==> config.mk <==
export PLATFORM = sky130hd
export DESIGN_NAME = sram_cnt_req_gen_flat
export DESIGN_NICKNAME = d
export VERILOG_FILES = /design/src/rtl/sram_cnt_pkg.sv /design/src/rtl/sram_cnt_req_gen_if.sv /design/src/rtl/fallthrough_small_fifo.sv /design/src/rtl/sram_cnt_req_gen.sv /design/src/flat_wrapper.sv
export SDC_FILE = /design/constraint.sdc
export NUM_CORES = 1
export LEC_CHECK = 0
export CAP_MARGIN = 40
export CORE_AREA = 2 2 302 304
export DETAILED_ROUTE_END_ITERATION = 6
export DIE_AREA = 0 0 304 306
export PLACE_DENSITY = 0.5
export REMOVE_ABC_BUFFERS = 1
export SLEW_MARGIN = 10
export SYNTH_ARGS = -nofsm -noshare
export SYNTH_HDL_FRONTEND = slang
export SYNTH_SLANG_ARGS = --single-unit
export TNS_END_PERCENT = 10
==> constraint.sdc <==
create_clock -name clk -period 5.9 [get_ports clk]
set_clock_uncertainty 0.1 [all_clocks]
set_input_delay 0.885 -clock clk [delete_from_list [all_inputs] [get_ports clk]]
set_output_delay 0.885 -clock clk [all_outputs]
set_load 0.02 [all_outputs]
==> src/rtl/sram_cnt_pkg.sv <==
// Shared widths, request entry layout and header-hash fold for the SRAM counter request generator.
package sram_cnt_pkg;

  localparam int unsigned TDATA_WIDTH     = 32;
  localparam int unsigned TDATA_BITS      = 8 * TDATA_WIDTH;
  localparam int unsigned TUSER_WIDTH     = 128;
  localparam int unsigned QUEUE_ID_WIDTH  = 2;
  localparam int unsigned QID_LSB         = 16;
  localparam int unsigned MEM_ADDR_WIDTH  = 19;
  localparam int unsigned HASH_LSB        = 96;
  localparam int unsigned HASH_WIDTH      = 96;
  localparam int unsigned LEN_WIDTH       = 16;
  localparam int unsigned REQ_FIFO_DEPTH  = 4;
  localparam int unsigned REQ_FIFO_BITS   = $clog2(REQ_FIFO_DEPTH);
  localparam int unsigned HAZARD_CYCLES   = 8;
  localparam int unsigned ISSUE_GAP       = 2;
  localparam int unsigned GAP_W           = $clog2(ISSUE_GAP + 1);
  localparam int unsigned REQ_DATA_WIDTH  = TDATA_BITS + 9;
  localparam int unsigned HASH_CHUNKS     = (HASH_WIDTH + MEM_ADDR_WIDTH - 1) / MEM_ADDR_WIDTH;
  localparam int unsigned HASH_PAD_WIDTH  = HASH_CHUNKS * MEM_ADDR_WIDTH;

  typedef enum logic {ST_HDR, ST_BODY} parse_state_t;

  typedef struct packed {
    logic [MEM_ADDR_WIDTH-1:0] addr;
    logic [QUEUE_ID_WIDTH-1:0] qid;
    logic [LEN_WIDTH-1:0]      len;
  } req_entry_t;

  // XOR-fold the header window into one SRAM word address; top chunk is zero-padded.
  function automatic logic [MEM_ADDR_WIDTH-1:0] addr_fold(input logic [HASH_WIDTH-1:0] win);
    logic [HASH_PAD_WIDTH-1:0] padded;
    logic [MEM_ADDR_WIDTH-1:0] acc;
    padded = HASH_PAD_WIDTH'(win);
    acc    = '0;
    for (int unsigned i = 0; i < HASH_CHUNKS; i++) begin
      acc = acc ^ padded[i*MEM_ADDR_WIDTH +: MEM_ADDR_WIDTH];
    end
    return acc;
  endfunction

endpackage

==> src/rtl/sram_cnt_req_gen_if.sv <==
// Request channel into the RMW controller write port, with its back-pressure signals.
interface sram_cnt_req_gen_if;
  import sram_cnt_pkg::*;

  logic [MEM_ADDR_WIDTH-1:0] req_addr;
  logic [QUEUE_ID_WIDTH-1:0] req_queue_id;
  logic [REQ_DATA_WIDTH-1:0] req_data;
  logic                      req_valid;
  logic                      wr_full;
  logic                      wr_busy;

  modport master (output req_addr, req_queue_id, req_data, req_valid,
                  input  wr_full, wr_busy);
  modport slave  (input  req_addr, req_queue_id, req_data, req_valid,
                  output wr_full, wr_busy);
endinterface

==> src/rtl/fallthrough_small_fifo.sv <==
// Small first-word-fall-through FIFO; head word is readable whenever empty is low.
module fallthrough_small_fifo #(
  parameter int unsigned WIDTH          = 37,
  parameter int unsigned MAX_DEPTH_BITS = 2
) (
  input  logic             clk,
  input  logic             reset,
  input  logic [WIDTH-1:0] din,
  input  logic             wr_en,
  input  logic             rd_en,
  output logic [WIDTH-1:0] dout,
  output logic             full,
  output logic             empty
);

  localparam int unsigned DEPTH = 1 << MAX_DEPTH_BITS;
  localparam int unsigned CW    = MAX_DEPTH_BITS + 1;

  logic [WIDTH-1:0]          mem [DEPTH];
  logic [MAX_DEPTH_BITS-1:0] wr_ptr;
  logic [MAX_DEPTH_BITS-1:0] rd_ptr;
  logic [CW-1:0]             count;
  logic                      do_wr;
  logic                      do_rd;

  assign full  = (count == CW'(DEPTH));
  assign empty = (count == '0);
  assign dout  = mem[rd_ptr];
  assign do_wr = wr_en & ~full;
  assign do_rd = rd_en & ~empty;

  always_ff @(posedge clk) begin
    if (do_wr) mem[wr_ptr] <= din;
  end

  always_ff @(posedge clk) begin
    if (reset) begin
      wr_ptr <= '0;
      rd_ptr <= '0;
      count  <= '0;
    end else begin
      if (do_wr) wr_ptr <= wr_ptr + MAX_DEPTH_BITS'(1);
      if (do_rd) rd_ptr <= rd_ptr + MAX_DEPTH_BITS'(1);
      case ({do_wr, do_rd})
        2'b10:   count <= count + CW'(1);
        2'b01:   count <= count - CW'(1);
        default: count <= count;
      endcase
    end
  end

endmodule

==> src/rtl/sram_cnt_req_gen.sv <==
// Hashes each packet header into an SRAM address and issues one counter-update request per packet.
module sram_cnt_req_gen
  import sram_cnt_pkg::*;
(
  input  logic                   clk,
  input  logic                   reset,
  input  logic [TDATA_BITS-1:0]  s_axis_tdata,
  input  logic [TDATA_WIDTH-1:0] s_axis_tkeep,
  input  logic [TUSER_WIDTH-1:0] s_axis_tuser,
  input  logic                   s_axis_tvalid,
  input  logic                   s_axis_tlast,
  output logic                   s_axis_tready,
  sram_cnt_req_gen_if.master     ctrl,
  output logic [31:0]            stat_drop_cnt,
  output logic [31:0]            stat_stall_cnt
);

  localparam int unsigned ENTRY_W = $bits(req_entry_t);

  parse_state_t              state, state_nxt;
  req_entry_t                push_entry;
  req_entry_t                head;
  logic [ENTRY_W-1:0]        fifo_dout;
  logic                      fifo_full;
  logic                      fifo_empty;
  logic                      hdr_beat;
  logic                      push;
  logic                      drop;
  logic                      hazard;
  logic                      issue;
  logic                      stall;
  logic [GAP_W-1:0]          gap_cnt;
  logic [HAZARD_CYCLES-1:0]  haz_valid;
  logic [MEM_ADDR_WIDTH-1:0] haz_addr [HAZARD_CYCLES];
  logic                      unused_ok;

  assign s_axis_tready = 1'b1;
  assign unused_ok     = ^{s_axis_tkeep, s_axis_tuser, s_axis_tdata};

  assign push_entry.addr = addr_fold(s_axis_tdata[HASH_LSB +: HASH_WIDTH]);
  assign push_entry.qid  = s_axis_tuser[QID_LSB +: QUEUE_ID_WIDTH];
  assign push_entry.len  = s_axis_tuser[LEN_WIDTH-1:0];
  assign head            = fifo_dout;

  always_ff @(posedge clk) begin
    if (reset) state <= ST_HDR;
    else       state <= state_nxt;
  end

  // Packet parser plus push/issue/hazard decisions for the current cycle.
  always_comb begin
    state_nxt = state;
    hdr_beat  = 1'b0;
    hazard    = 1'b0;
    case (state)
      ST_HDR: begin
        if (s_axis_tvalid) begin
          hdr_beat = 1'b1;
          if (!s_axis_tlast) state_nxt = ST_BODY;
        end
      end
      ST_BODY: begin
        if (s_axis_tvalid && s_axis_tlast) state_nxt = ST_HDR;
      end
    endcase
    for (int unsigned i = 0; i < HAZARD_CYCLES; i++) begin
      if (haz_valid[i] && (haz_addr[i] == head.addr)) hazard = 1'b1;
    end
    push  = hdr_beat & ~fifo_full;
    drop  = hdr_beat & fifo_full;
    stall = ~fifo_empty & hazard;
    issue = ~fifo_empty & ~ctrl.wr_full & ~ctrl.wr_busy & (gap_cnt == '0) & ~hazard;
  end

  fallthrough_small_fifo #(
    .WIDTH          (ENTRY_W),
    .MAX_DEPTH_BITS (REQ_FIFO_BITS)
  ) u_req_fifo (
    .clk   (clk),
    .reset (reset),
    .din   (push_entry),
    .wr_en (push),
    .rd_en (issue),
    .dout  (fifo_dout),
    .full  (fifo_full),
    .empty (fifo_empty)
  );

  // Registered request outputs, issue spacing, in-flight address history and stats.
  always_ff @(posedge clk) begin
    if (reset) begin
      ctrl.req_valid    <= 1'b0;
      ctrl.req_addr     <= '0;
      ctrl.req_queue_id <= '0;
      ctrl.req_data     <= '0;
      gap_cnt           <= '0;
      haz_valid         <= '0;
      for (int unsigned i = 0; i < HAZARD_CYCLES; i++) haz_addr[i] <= '0;
      stat_drop_cnt     <= '0;
      stat_stall_cnt    <= '0;
    end else begin
      ctrl.req_valid    <= issue;
      ctrl.req_addr     <= issue ? head.addr : '0;
      ctrl.req_queue_id <= issue ? head.qid  : '0;
      ctrl.req_data     <= issue ? REQ_DATA_WIDTH'(head.len) : '0;
      if (issue)                gap_cnt <= GAP_W'(ISSUE_GAP - 1);
      else if (gap_cnt != '0)   gap_cnt <= gap_cnt - GAP_W'(1);
      haz_valid   <= {haz_valid[HAZARD_CYCLES-2:0], issue};
      haz_addr[0] <= issue ? head.addr : '0;
      for (int unsigned i = 1; i < HAZARD_CYCLES; i++) haz_addr[i] <= haz_addr[i-1];
      if (drop && (stat_drop_cnt != 32'hFFFF_FFFF))   stat_drop_cnt  <= stat_drop_cnt + 32'd1;
      if (stall && (stat_stall_cnt != 32'hFFFF_FFFF)) stat_stall_cnt <= stat_stall_cnt + 32'd1;
    end
  end

endmodule

==> src/flat_wrapper.sv <==
// flat-port wrapper written by rule: the top's interface ports become plain ports
module sram_cnt_req_gen_flat import sram_cnt_pkg::*;
  (clk, reset, s_axis_tdata, s_axis_tkeep, s_axis_tuser, s_axis_tvalid, s_axis_tlast, s_axis_tready, stat_drop_cnt, stat_stall_cnt, ctrl_req_addr, ctrl_req_queue_id, ctrl_req_data, ctrl_req_valid, ctrl_wr_full, ctrl_wr_busy);
  sram_cnt_req_gen_if ctrl_i ();
  input  logic clk;
  input  logic reset;
  input  logic [TDATA_BITS-1:0] s_axis_tdata;
  input  logic [TDATA_WIDTH-1:0] s_axis_tkeep;
  input  logic [TUSER_WIDTH-1:0] s_axis_tuser;
  input  logic s_axis_tvalid;
  input  logic s_axis_tlast;
  output logic s_axis_tready;
  output logic [31:0] stat_drop_cnt;
  output logic [31:0] stat_stall_cnt;
  output wire logic [$bits(ctrl_i.req_addr)-1:0] ctrl_req_addr;
  output wire logic [$bits(ctrl_i.req_queue_id)-1:0] ctrl_req_queue_id;
  output wire logic [$bits(ctrl_i.req_data)-1:0] ctrl_req_data;
  output wire logic [$bits(ctrl_i.req_valid)-1:0] ctrl_req_valid;
  input wire logic [$bits(ctrl_i.wr_full)-1:0] ctrl_wr_full;
  input wire logic [$bits(ctrl_i.wr_busy)-1:0] ctrl_wr_busy;
  assign ctrl_req_addr = ctrl_i.req_addr;
  assign ctrl_req_queue_id = ctrl_i.req_queue_id;
  assign ctrl_req_data = ctrl_i.req_data;
  assign ctrl_req_valid = ctrl_i.req_valid;
  assign ctrl_i.wr_full = ctrl_wr_full;
  assign ctrl_i.wr_busy = ctrl_wr_busy;
  sram_cnt_req_gen u_core (.clk(clk), .reset(reset), .s_axis_tdata(s_axis_tdata), .s_axis_tkeep(s_axis_tkeep), .s_axis_tuser(s_axis_tuser), .s_axis_tvalid(s_axis_tvalid), .s_axis_tlast(s_axis_tlast), .s_axis_tready(s_axis_tready), .ctrl(ctrl_i), .stat_drop_cnt(stat_drop_cnt), .stat_stall_cnt(stat_stall_cnt));
endmodule
; Yosys cells after proc, flatten, opt, wreduce, memory -nomap -nowiden
; Memory sizes are Yosys's and may differ from the RTL's. A register that Yosys moved wholly into a read port is not among the register bits.
; Cells that the tools add are included.
; Widths: inputs -> output; s select.
[word_totals]
ff_bits = 369
ramBits = 300
input_bits = 422
out_inout_bits = 352
memories = 2
[op_classes]
n_addsub = 7
n_eq_ne = 13
muxes = 33
bitwise_logic = 29
n_reduce_logical = 18
[mem_list]
columns = name, words, width, read_ports, rd_ports_with_merged_regs, wr, line
row1 = u_core.haz_addr, 8, 19, 8, 0, 8, sram_cnt_req_gen.sv:34  ; logic [MEM_ADDR_WIDTH-1:0] haz_addr [HAZARD_CYCLES];
row2 = u_core.u_req_fifo.mem, 4, 37, 1, 1, 1, fallthrough_small_fifo.sv:19  ; logic [WIDTH-1:0] mem [DEPTH];
[op_table]
columns = cell, n
row1 = $mux 19, 9
row2 = $eq 19x19->1, 8
row3 = $xor 19x19->19, 4
row4 = $add 32x1->32 const B, 2
row5 = $ne 32x32->1 const B, 2
row6 = $mux 1, 20
row7 = $xor 19x1->19, 1
row8 = $logic_and 1x1->1, 11
row9 = $and 1x1->1, 9
row10 = $or 1x1->1, 8
row11 = $not 1->1, 7
row12 = $pmux 3 s2, 1
row13 = $reduce_bool 2->1, 3
row14 = $add 2x1->2 const B, 2
row15 = $mux 2, 2
row16 = $reduce_or 2->1, 2
row17 = $add 3x1->3 const B, 1
row18 = $eq 3x3->1 const B, 1
row19 = $logic_not 3->1, 1
row20 = $sub 3x1->3 const B, 1
row21 = $eq 2x1->1 const B, 1
row22 = $eq 2x2->1 const B, 1
row23 = $logic_not 2->1, 1
row24 = $pmux 1 s2, 1
row25 = $sub 2x1->2 const B, 1

; Depth between registers and ports, before layout
; Gate-level depths: netlist (run 1).
; An unclocked memory read counts as a cell.
[logic_depth]
word_depth = 16
ltp_mapped = 20
ltp_nobuf = 14

; Cells and area by module
; Synthesis (run 1) repeated with hierarchy kept, for this count alone.
[unflattened]
cells_unflattened = 1648
area_unflattened_um2 = 18821.8
[modules_own_cells]
columns = module, n_inst, cells_each, area_each_um2
row1 = sram_cnt_req_gen, 1, 1401, 12954.9
row2 = fallthrough_small_fifo, 1, 247, 5866.9

; Worst setup path after synthesis (run 1)
; Ideal clock, no wire load.
[synth_path]
path_type = reg2reg
start = reg with a tool-made name
end = reg u_core.u_req_fifo.count[2]
arrival_time_ns = 3.971
path_slack_ns = 1.759
path_stages_with_launch = 20
path_buffers = 5
cell_sequence = dfxtp_1 > buf_6 > buf_6 > buf_6 > mux4_2 > buf_2 > xnor2_1 > nand4_1 > nor2_1 > a22oi_1 > o311ai_1 > nor4_2 > and2_0 > clkbuf_1 > ha_1 > inv_1 > fa_1 > xor2_1 > or3_1 > a21oi_1
[synth_lines]
columns = item, line
row1 = to (signal assigned), fallthrough_small_fifo.sv:45  ; 2'b10: count <= count + CW'(1);
row2 = to (signal assigned), fallthrough_small_fifo.sv:46  ; 2'b01: count <= count - CW'(1);
row3 = to (signal assigned), fallthrough_small_fifo.sv:47  ; default: count <= count;
row4 = to (decl), fallthrough_small_fifo.sv:22  ; logic [CW-1:0] count;

==> metrics.json, run 1 <==
{
  "outcome": "finished clean",
  "syn_warnings": 0,
  "power.density_mw_per_mm2": 310,
  "port-buffer-count": 221,
  "cts-htree-levels": 2,
  "post-place-cells": 3054,
  "worstPathBufferInverterCount": 2,
  "holdCritPathClass": "flop to flop",
  "path_delay_family": "simple AND/OR/NAND/NOR gates",
  "post-cts-setup-buffers": 0,
  "setup-tns-final_ns": 0,
  "proportion_of_netlist_area_held_by_the_largest_area_contributor_pct": 26.4,
  "synth-async-reset-ratio_pct": 0,
  "cts_buffers": 46,
  "final_net_count": 2357,
  "post-route-worst-setup-slack_ns": 0.712,
  "drc": 0,
  "routed_wire_length_per_instance_um": 15.5,
  "top_level_ports": 774,
  "synth_largest_area_cell": "dfxtp_1",
  "final_layout_size_suffix_gt1_share_pct": 8.04,
  "synth.cell_area_mm2": 0.0192,
  "cts_tree": "built",
  "max_capacitance_violation_count": 0,
  "fin_total_pwr_mw": 7.21,
  "die_width_um": 304,
  "grt_max_degree": 81,
  "timing.critical_path.slowest_stage_cell": "dfxtp_4",
  "grt_antenna_before_repair": 0,
  "pre_cts_slack_ns": 0.686,
  "cts.root.buffer_cell": "clkbuf_16",
  "max-vdd-ir-drop_mv": 0.219,
  "drt_wl_total_um": 48800,
  "ys_ff_latch": 402,
  "dieHeight_um": 306,
  "clock_path_buffers": 3,
  "final_report_hold_violation_count": 0,
  "post_synth.cell_area_avg_um2": 11.1,
  "post_synth_edffs": 148,
  "period_needed_ns": 5.19,
  "timing.setup.critical_path_class": "flop to flop",
  "vias": 12293,
  "synth.top_cells.by_area": "dfxtp_1 26%, edfxtp_1 23%, buf_4 11%, xnor2_1 10%, nor2b_1 4.5%",
  "rsz_0062_raised_after_global_routing": "no",
  "max_clock_freq_mhz": 193,
  "synth_commonest_cells": "275 x buf_4, 254 x dfxtp_1, 230 x xnor2_1",
  "globalRoute.totalOverflow": 0,
  "worst_slew_margin_rel_pct": 43.8,
  "critical_path_arrival_ns": 5.59,
  "ys_types": 63,
  "floorplan.initialDensity_pct": 21.5,
  "post_dp_hpwl_um": 35600,
  "yosysMostFrequentCell": "buf_4",
  "gp_congestion": 0.868,
  "cp_data_required_time_ns": 6.30,
  "cts_hold_buf": 0,
  "drt_pre_antenna_iters": 5,
  "core_area_mm2": 0.0896,
  "period_share_pct": 87.9,
  "first_pass_grt_wire_length_um": 72600,
  "drtAntennaViolNets": 0,
  "synth_cells": 1731,
  "final_cells": 3140,
  "rows": 110,
  "clk_transition_reported_paths_ns": 0.06,
  "synth_seq_area_share_pct": 49.5,
  "leakage_nw": 7.76,
  "antenna-diode-count": 0,
  "area_growth_pct": 20.7,
  "type_of_element_capturing_the_critical_path": "flop",
  "vias_per_cell": 3.91,
  "grt.total_usage_pct": 10.1,
  "slew_violations": 0,
  "timing_worst_slew_pin_value_ns": 0.843,
  "worstPathCellList": "mux4_2, xnor2_1, nand4_1, or4_1, or4_1, o311ai_1, nor4_2, buf_4, and2_0, ha_1, inv_1, fa_1, xor2_1, or3_1, a21oi_1",
  "clock_sinks": 402,
  "critPathMaxStageDelay_ns": 0.86,
  "critPathLaunchType": "flop",
  "drt-initial-drc-count": 493,
  "grt_pass1_vias": 12242,
  "postLayoutCoreUtil_pct": 25.9,
  "setup_viol": 0,
  "crit_path_frequent_cell": "or4_1",
  "clock_insertion_delay_worst_skew_ns": 0.61,
  "post_cts_resize_count": 0,
  "synth_top_flop_cell": "dfxtp_1",
  "floorplan.die_area_mm2": 0.0930,
  "crit_fanout": 42
}
logic make-up (layout without fill, tap and decap cells):
family / after synthesis / after routing / synth area share, %
and+or+nand+nor: 498 / 498 / 14.7
buffers and inverters: 364 / 349 / 12.9
xor gates and xnor gates: 261 / 261 / 12.0
DFF: 402 / 402 / 49.5
muxes: 77 / 77 / 6.46
other: 2 / 250 / 0.0390
AOI/OAI and AO/OA: 118 / 118 / 3.81
adders and majority gates: 9 / 9 / 0.624
path summary, 6_finish.rpt:
| check | depth (start not counted) | endpoint | slack [ns] | startpoint |
|---|---|---|---|---|
| setup / recovery | 15 | u_core.u_req_fifo.count[2] | 0.71 | flop |
| hold / removal | 1 | u_core.haz_addr[0][102] | 0.36 | u_core.haz_addr[0][83] |
| setup reg to reg | 15 | u_core.u_req_fifo.count[2] | 0.71 | flop |
| hold reg to reg | 1 | u_core.haz_addr[0][102] | 0.36 | u_core.haz_addr[0][83] |
layout make-up:
| type | instances | area (um^2) |
|---|---|---|
| inverters | 24 | 90.1 |
| flip-flops and latches | 402 | 9540 |
| well taps | 1176 | 1470 |
| clock inverters | 20 | 226 |
| multi-input cells | 1213 | 8170 |
| clock buffers | 66 | 1370 |
| repair buffers | 239 | 2380 |
| fillers | 9309 | 66400 |
per-stage QoR:
stage | area [um^2] | hold WS, ns
CTS | 23200 | 0.347
finish | 23200 | 0.357
floorplan | 17800 | 0.331
global route | 23200 | 0.363
detailed placement | 21600 | 0.363
global placement | 21600 | 0.363
layout by cell type, fill, tap and decap left out, drive strengths merged, types with 26 or more instances in the layout:
cell type | synthesis | layout
dfxtp | 254 | 254
clkdlybuf4s50 | 0 | 220
and2 | 43 | 43
mux2i | 32 | 32
o21ai | 43 | 43
nor2b | 138 | 138
nor2 | 80 | 80
clkbuf | 35 | 66
nand3 | 27 | 27
nand4 | 63 | 63
xor2 | 28 | 28
xnor2 | 233 | 233
mux4 | 37 | 37
nand2 | 44 | 44
a21oi | 35 | 35
conb | 2 | 250
or3 | 32 | 32
edfxtp | 148 | 148
inv | 24 | 26
power breakdown:
group | internal [mW] | switching [mW]
Combinational | 0.441 | 0.747
Sequential | 3.01 | 0.0640
Clock | 1.72 | 1.22
Total | 5.17 | 2.03
layer usage:
metal,vias up,GRT usage [%],share of wire [%]
li1,5822,-,-
met1,5892,11.3,40
met2,482,18.3,51
met3,97,2.29,6.1
met4,0,4.18,3.7
met5,-,0,0
flip-flops by register name, summed over array words and instances (netlist names), named ones only:
signal,count
u_core.u_req_fifo.mem,148
u_core.haz_addr,134
u_core.stat_drop_cnt,32
u_core.stat_stall_cnt,32
u_core.ctrl.req_addr,18
u_core.ctrl.req_data,16
u_core.haz_valid,8
u_core.u_req_fifo.count,3
u_core.ctrl.req_queue_id,2
u_core.gap_cnt,2
u_core.u_req_fifo.rd_ptr,2
u_core.u_req_fifo.wr_ptr,2
No activity file was read; power rests on OpenSTA's default activity.
==> run 2: changes to the inputs <==
- CTS_CLUSTER_DIAMETER: not set -> 150
==> results of run 2 <==
Final layout, timing and power as in run 1 (identical DEF).
==> run 3: changes to the inputs <==
- CORE_AREA: 2 2 302 304 -> 2 2 300 302
- DIE_AREA: 0 0 304 306 -> 0 0 302 304
- DONT_BUFFER_PORTS: not set -> 1
- PLACE_DENSITY: 0.5 -> 0.38
- SYNTH_HIERARCHICAL: not set -> 1
==> metrics.json, run 3 <==
{
  "outcome": "finished clean",
  "final_report_hold_violation_count": 0,
  "synth_seq_area_share_pct": 50.6,
  "dieHeight_um": 304,
  "synth_commonest_cells": "271 x buf_4, 254 x dfxtp_1, 227 x xnor2_1",
  "power_switching_share_pct": 26.6,
  "vias_per_cell": 3.69,
  "r2r_slack_ns": 1.17,
  "crit_fanout": 15,
  "power.combinational.fraction_pct": 11.5,
  "post-place-cells": 2752,
  "grt_pass1_vias": 10386,
  "floorplan.initialDensity_pct": 21.1,
  "post_cts_resize_count": 0,
  "cts_buffers": 46,
  "rows": 110,
  "post_synth.cell_area_avg_um2": 11.4,
  "drt-met1-wl_um": 17500,
  "cts.root.buffer_cell": "clkbuf_16",
  "ff2ff_path_depth": 15,
  "largest_registers_ranked_by_flip_flop_count": "u_core/u_req_fifo/mem: 148 flops, u_core/haz_addr: 134 flops",
  "synth.top_cells.by_area": "dfxtp_1 27%, edfxtp_1 24%, buf_4 11%, xnor2_1 11%, nor2b_1 4.9%",
  "final_cells": 2839,
  "syn_warnings": 6,
  "synth_cells": 1648,
  "part_of_the_total_power_dissipated_in_the_clock_network_pct": 42.7,
  "top_level_ports": 774,
  "drt-initial-drc-count": 624,
  "holdCritPathClass": "input pin to flop",
  "post_dp_hpwl_um": 30800,
  "p_int_mw": 4.85,
  "cp_data_required_time_ns": 6.32,
  "period_share_pct": 80.2,
  "timing_worst_slew_pin_value_ns": 0.815,
  "rsz_0062_raised_after_global_routing": "no",
  "yosysMostFrequentCell": "buf_4",
  "timing.setup.critical_path_class": "flop to flop",
  "r2r-end": "u_core/u_req_fifo/count[2]",
  "timing.critical_path.slowest_stage_cell": "mux4_1",
  "floorplan.die_area_mm2": 0.0918,
  "grt.total_usage_pct": 9.23,
  "type_of_element_capturing_the_critical_path": "flop",
  "cts-htree-levels": 2,
  "critPathMaxStageDelay_ns": 0.95,
  "pre_cts_slack_ns": 1.01,
  "synth.cell_area_mm2": 0.0188,
  "clock_insertion_delay_worst_skew_ns": 0.62,
  "leakage_nw": 6.75,
  "globalRoute.totalOverflow": 0,
  "power_switching_mw": 1.76,
  "setup-tns-final_ns": 0,
  "max_clock_freq_mhz": 211,
  "cts_hold_buf": 0,
  "hold-path-cell-count": 0,
  "cts_tree": "built",
  "gp_congestion": 0.811,
  "vias": 10468,
  "postLayoutCoreUtil_pct": 22.9,
  "drt_wl_total_um": 43500,
  "setup_viol": 0,
  "ys_types": 53,
  "worstPathBufferInverterCount": 2,
  "grt_max_degree": 219,
  "wl_met2_um": 22100,
  "drt_pre_antenna_iters": 5,
  "largest_register": "u_core/u_req_fifo/mem",
  "clock_path_buffers": 3,
  "path_delay_family": "simple AND/OR/NAND/NOR gates",
  "proportion_of_netlist_area_held_by_the_largest_area_contributor_pct": 27.0,
  "critical_path_arrival_ns": 5.15,
  "top_layer_used": "met4",
  "area_growth_pct": 8.52,
  "die_width_um": 302,
  "max_capacitance_violation_count": 0,
  "clock_sinks": 402,
  "worstPathCellList": "mux4_1, xnor2_1, nand4_1, nor2_1, a22oi_1, nand4_1, nor2_1, o31ai_1, inv_1, ha_1, inv_1, fa_1, xor2_1, or3_1, a21oi_1",
  "first_pass_grt_wire_length_um": 64500,
  "synth_largest_area_cell": "dfxtp_1",
  "ys_ff_latch": 402,
  "max-vdd-ir-drop_mv": 0.199,
  "routed_wire_length_per_instance_um": 15.3,
  "flop_pwr_share_pct": 45.8,
  "post-cts-setup-buffers": 0,
  "final_net_count": 2055,
  "hold_path_startpoint": "s_axis_tuser[9]",
  "core_area_mm2": 0.0890,
  "finish.instance_area_mm2": 0.0204,
  "drc": 0,
  "port-buffer-count": 0,
  "met3_length_um": 3000,
  "worst_slew_margin_rel_pct": 45.7,
  "final_cell_mix": "252 x dfxtp_1, 250 x conb_1, 227 x xnor2_1",
  "synth-async-reset-ratio_pct": 0,
  "clk_transition_reported_paths_ns": 0.06,
  "post-route-worst-setup-slack_ns": 1.17,
  "post_detailed_placement_cell_area_mm2": 0.0189,
  "period_needed_ns": 4.73,
  "largest_register_ff_count": 148,
  "critPathLaunchType": "flop",
  "final_layout_size_suffix_gt1_share_pct": 8.49,
  "post_synth_edffs": 148,
  "power.density_mw_per_mm2": 324,
  "drtAntennaViolNets": 0,
  "min_to": "u_core/u_req_fifo/mem[3][9]",
  "grt_antenna_before_repair": 3,
  "synth_top_flop_cell": "dfxtp_1",
  "slew_violations": 0,
  "most_common_cell_after_layout_fill_and_taps_aside": "dfxtp_1"
}
[run 3: per-stage QoR]
step                      power (mW)  hold slack (ns)
after global placement          3.86            0.365
after global routing            6.93            0.205
after floorplan                 3.67            0.352
after detailed placement        3.87            0.367
final                           6.61            0.259
after CTS                       6.76            0.204
[run 3: metal layers]
layer,track usage [%],up-vias
li1,-,5114
met4,2.64,0
met1,10.6,4957
met2,16.3,343
met5,0,-
met3,2.89,54
[run 3: how the worst max path moves through the flow]
stage	end	slack, ns	cells past startpoint
CTS	u_core/u_req_fifo/count[2]	0.99	15
detailed placement	u_core/u_req_fifo/count[2]	1.01	15
finish	u_core/u_req_fifo/count[2]	1.17	15
floorplan	u_core/u_req_fifo/count[2]	1.10	15
global route	u_core/u_req_fifo/count[2]	0.80	15
global placement	u_core/u_req_fifo/count[2]	1.11	16
[run 3: cell families after synthesis]
group           count (synthesis)  synth area share [%]
fa+ha+maj                       9                 0.638
compound gates                 87                  2.70
other cells                     2                0.0399
flops                         402                  50.6
buf+inv                       350                  13.4
mux                            42                  4.84
simple gates                  496                  15.4
xor+xnor                      260                  12.3
[run 3: power groups by stage]
stage	Combinational, mW	Sequential (mW)	Clock, mW
final	0.760	3.03	2.82
after global routing	0.838	3.04	3.06
after CTS	0.776	3.03	2.95
after detailed placement	0.774	3.09	0
after global placement	0.769	3.09	0
after floorplan	0.586	3.08	0
[run 3: layout make-up]
cell class | count | area [um^2]
antenna | 3 | 7.51
clock buffer | 56 | 1220
clock inverter | 28 | 293
fill | 9542 | 68600
inverter | 14 | 52.6
multi-input combinational | 1144 | 7700
sequential | 402 | 9530
tap | 1176 | 1470
timing repair buffer | 16 | 145
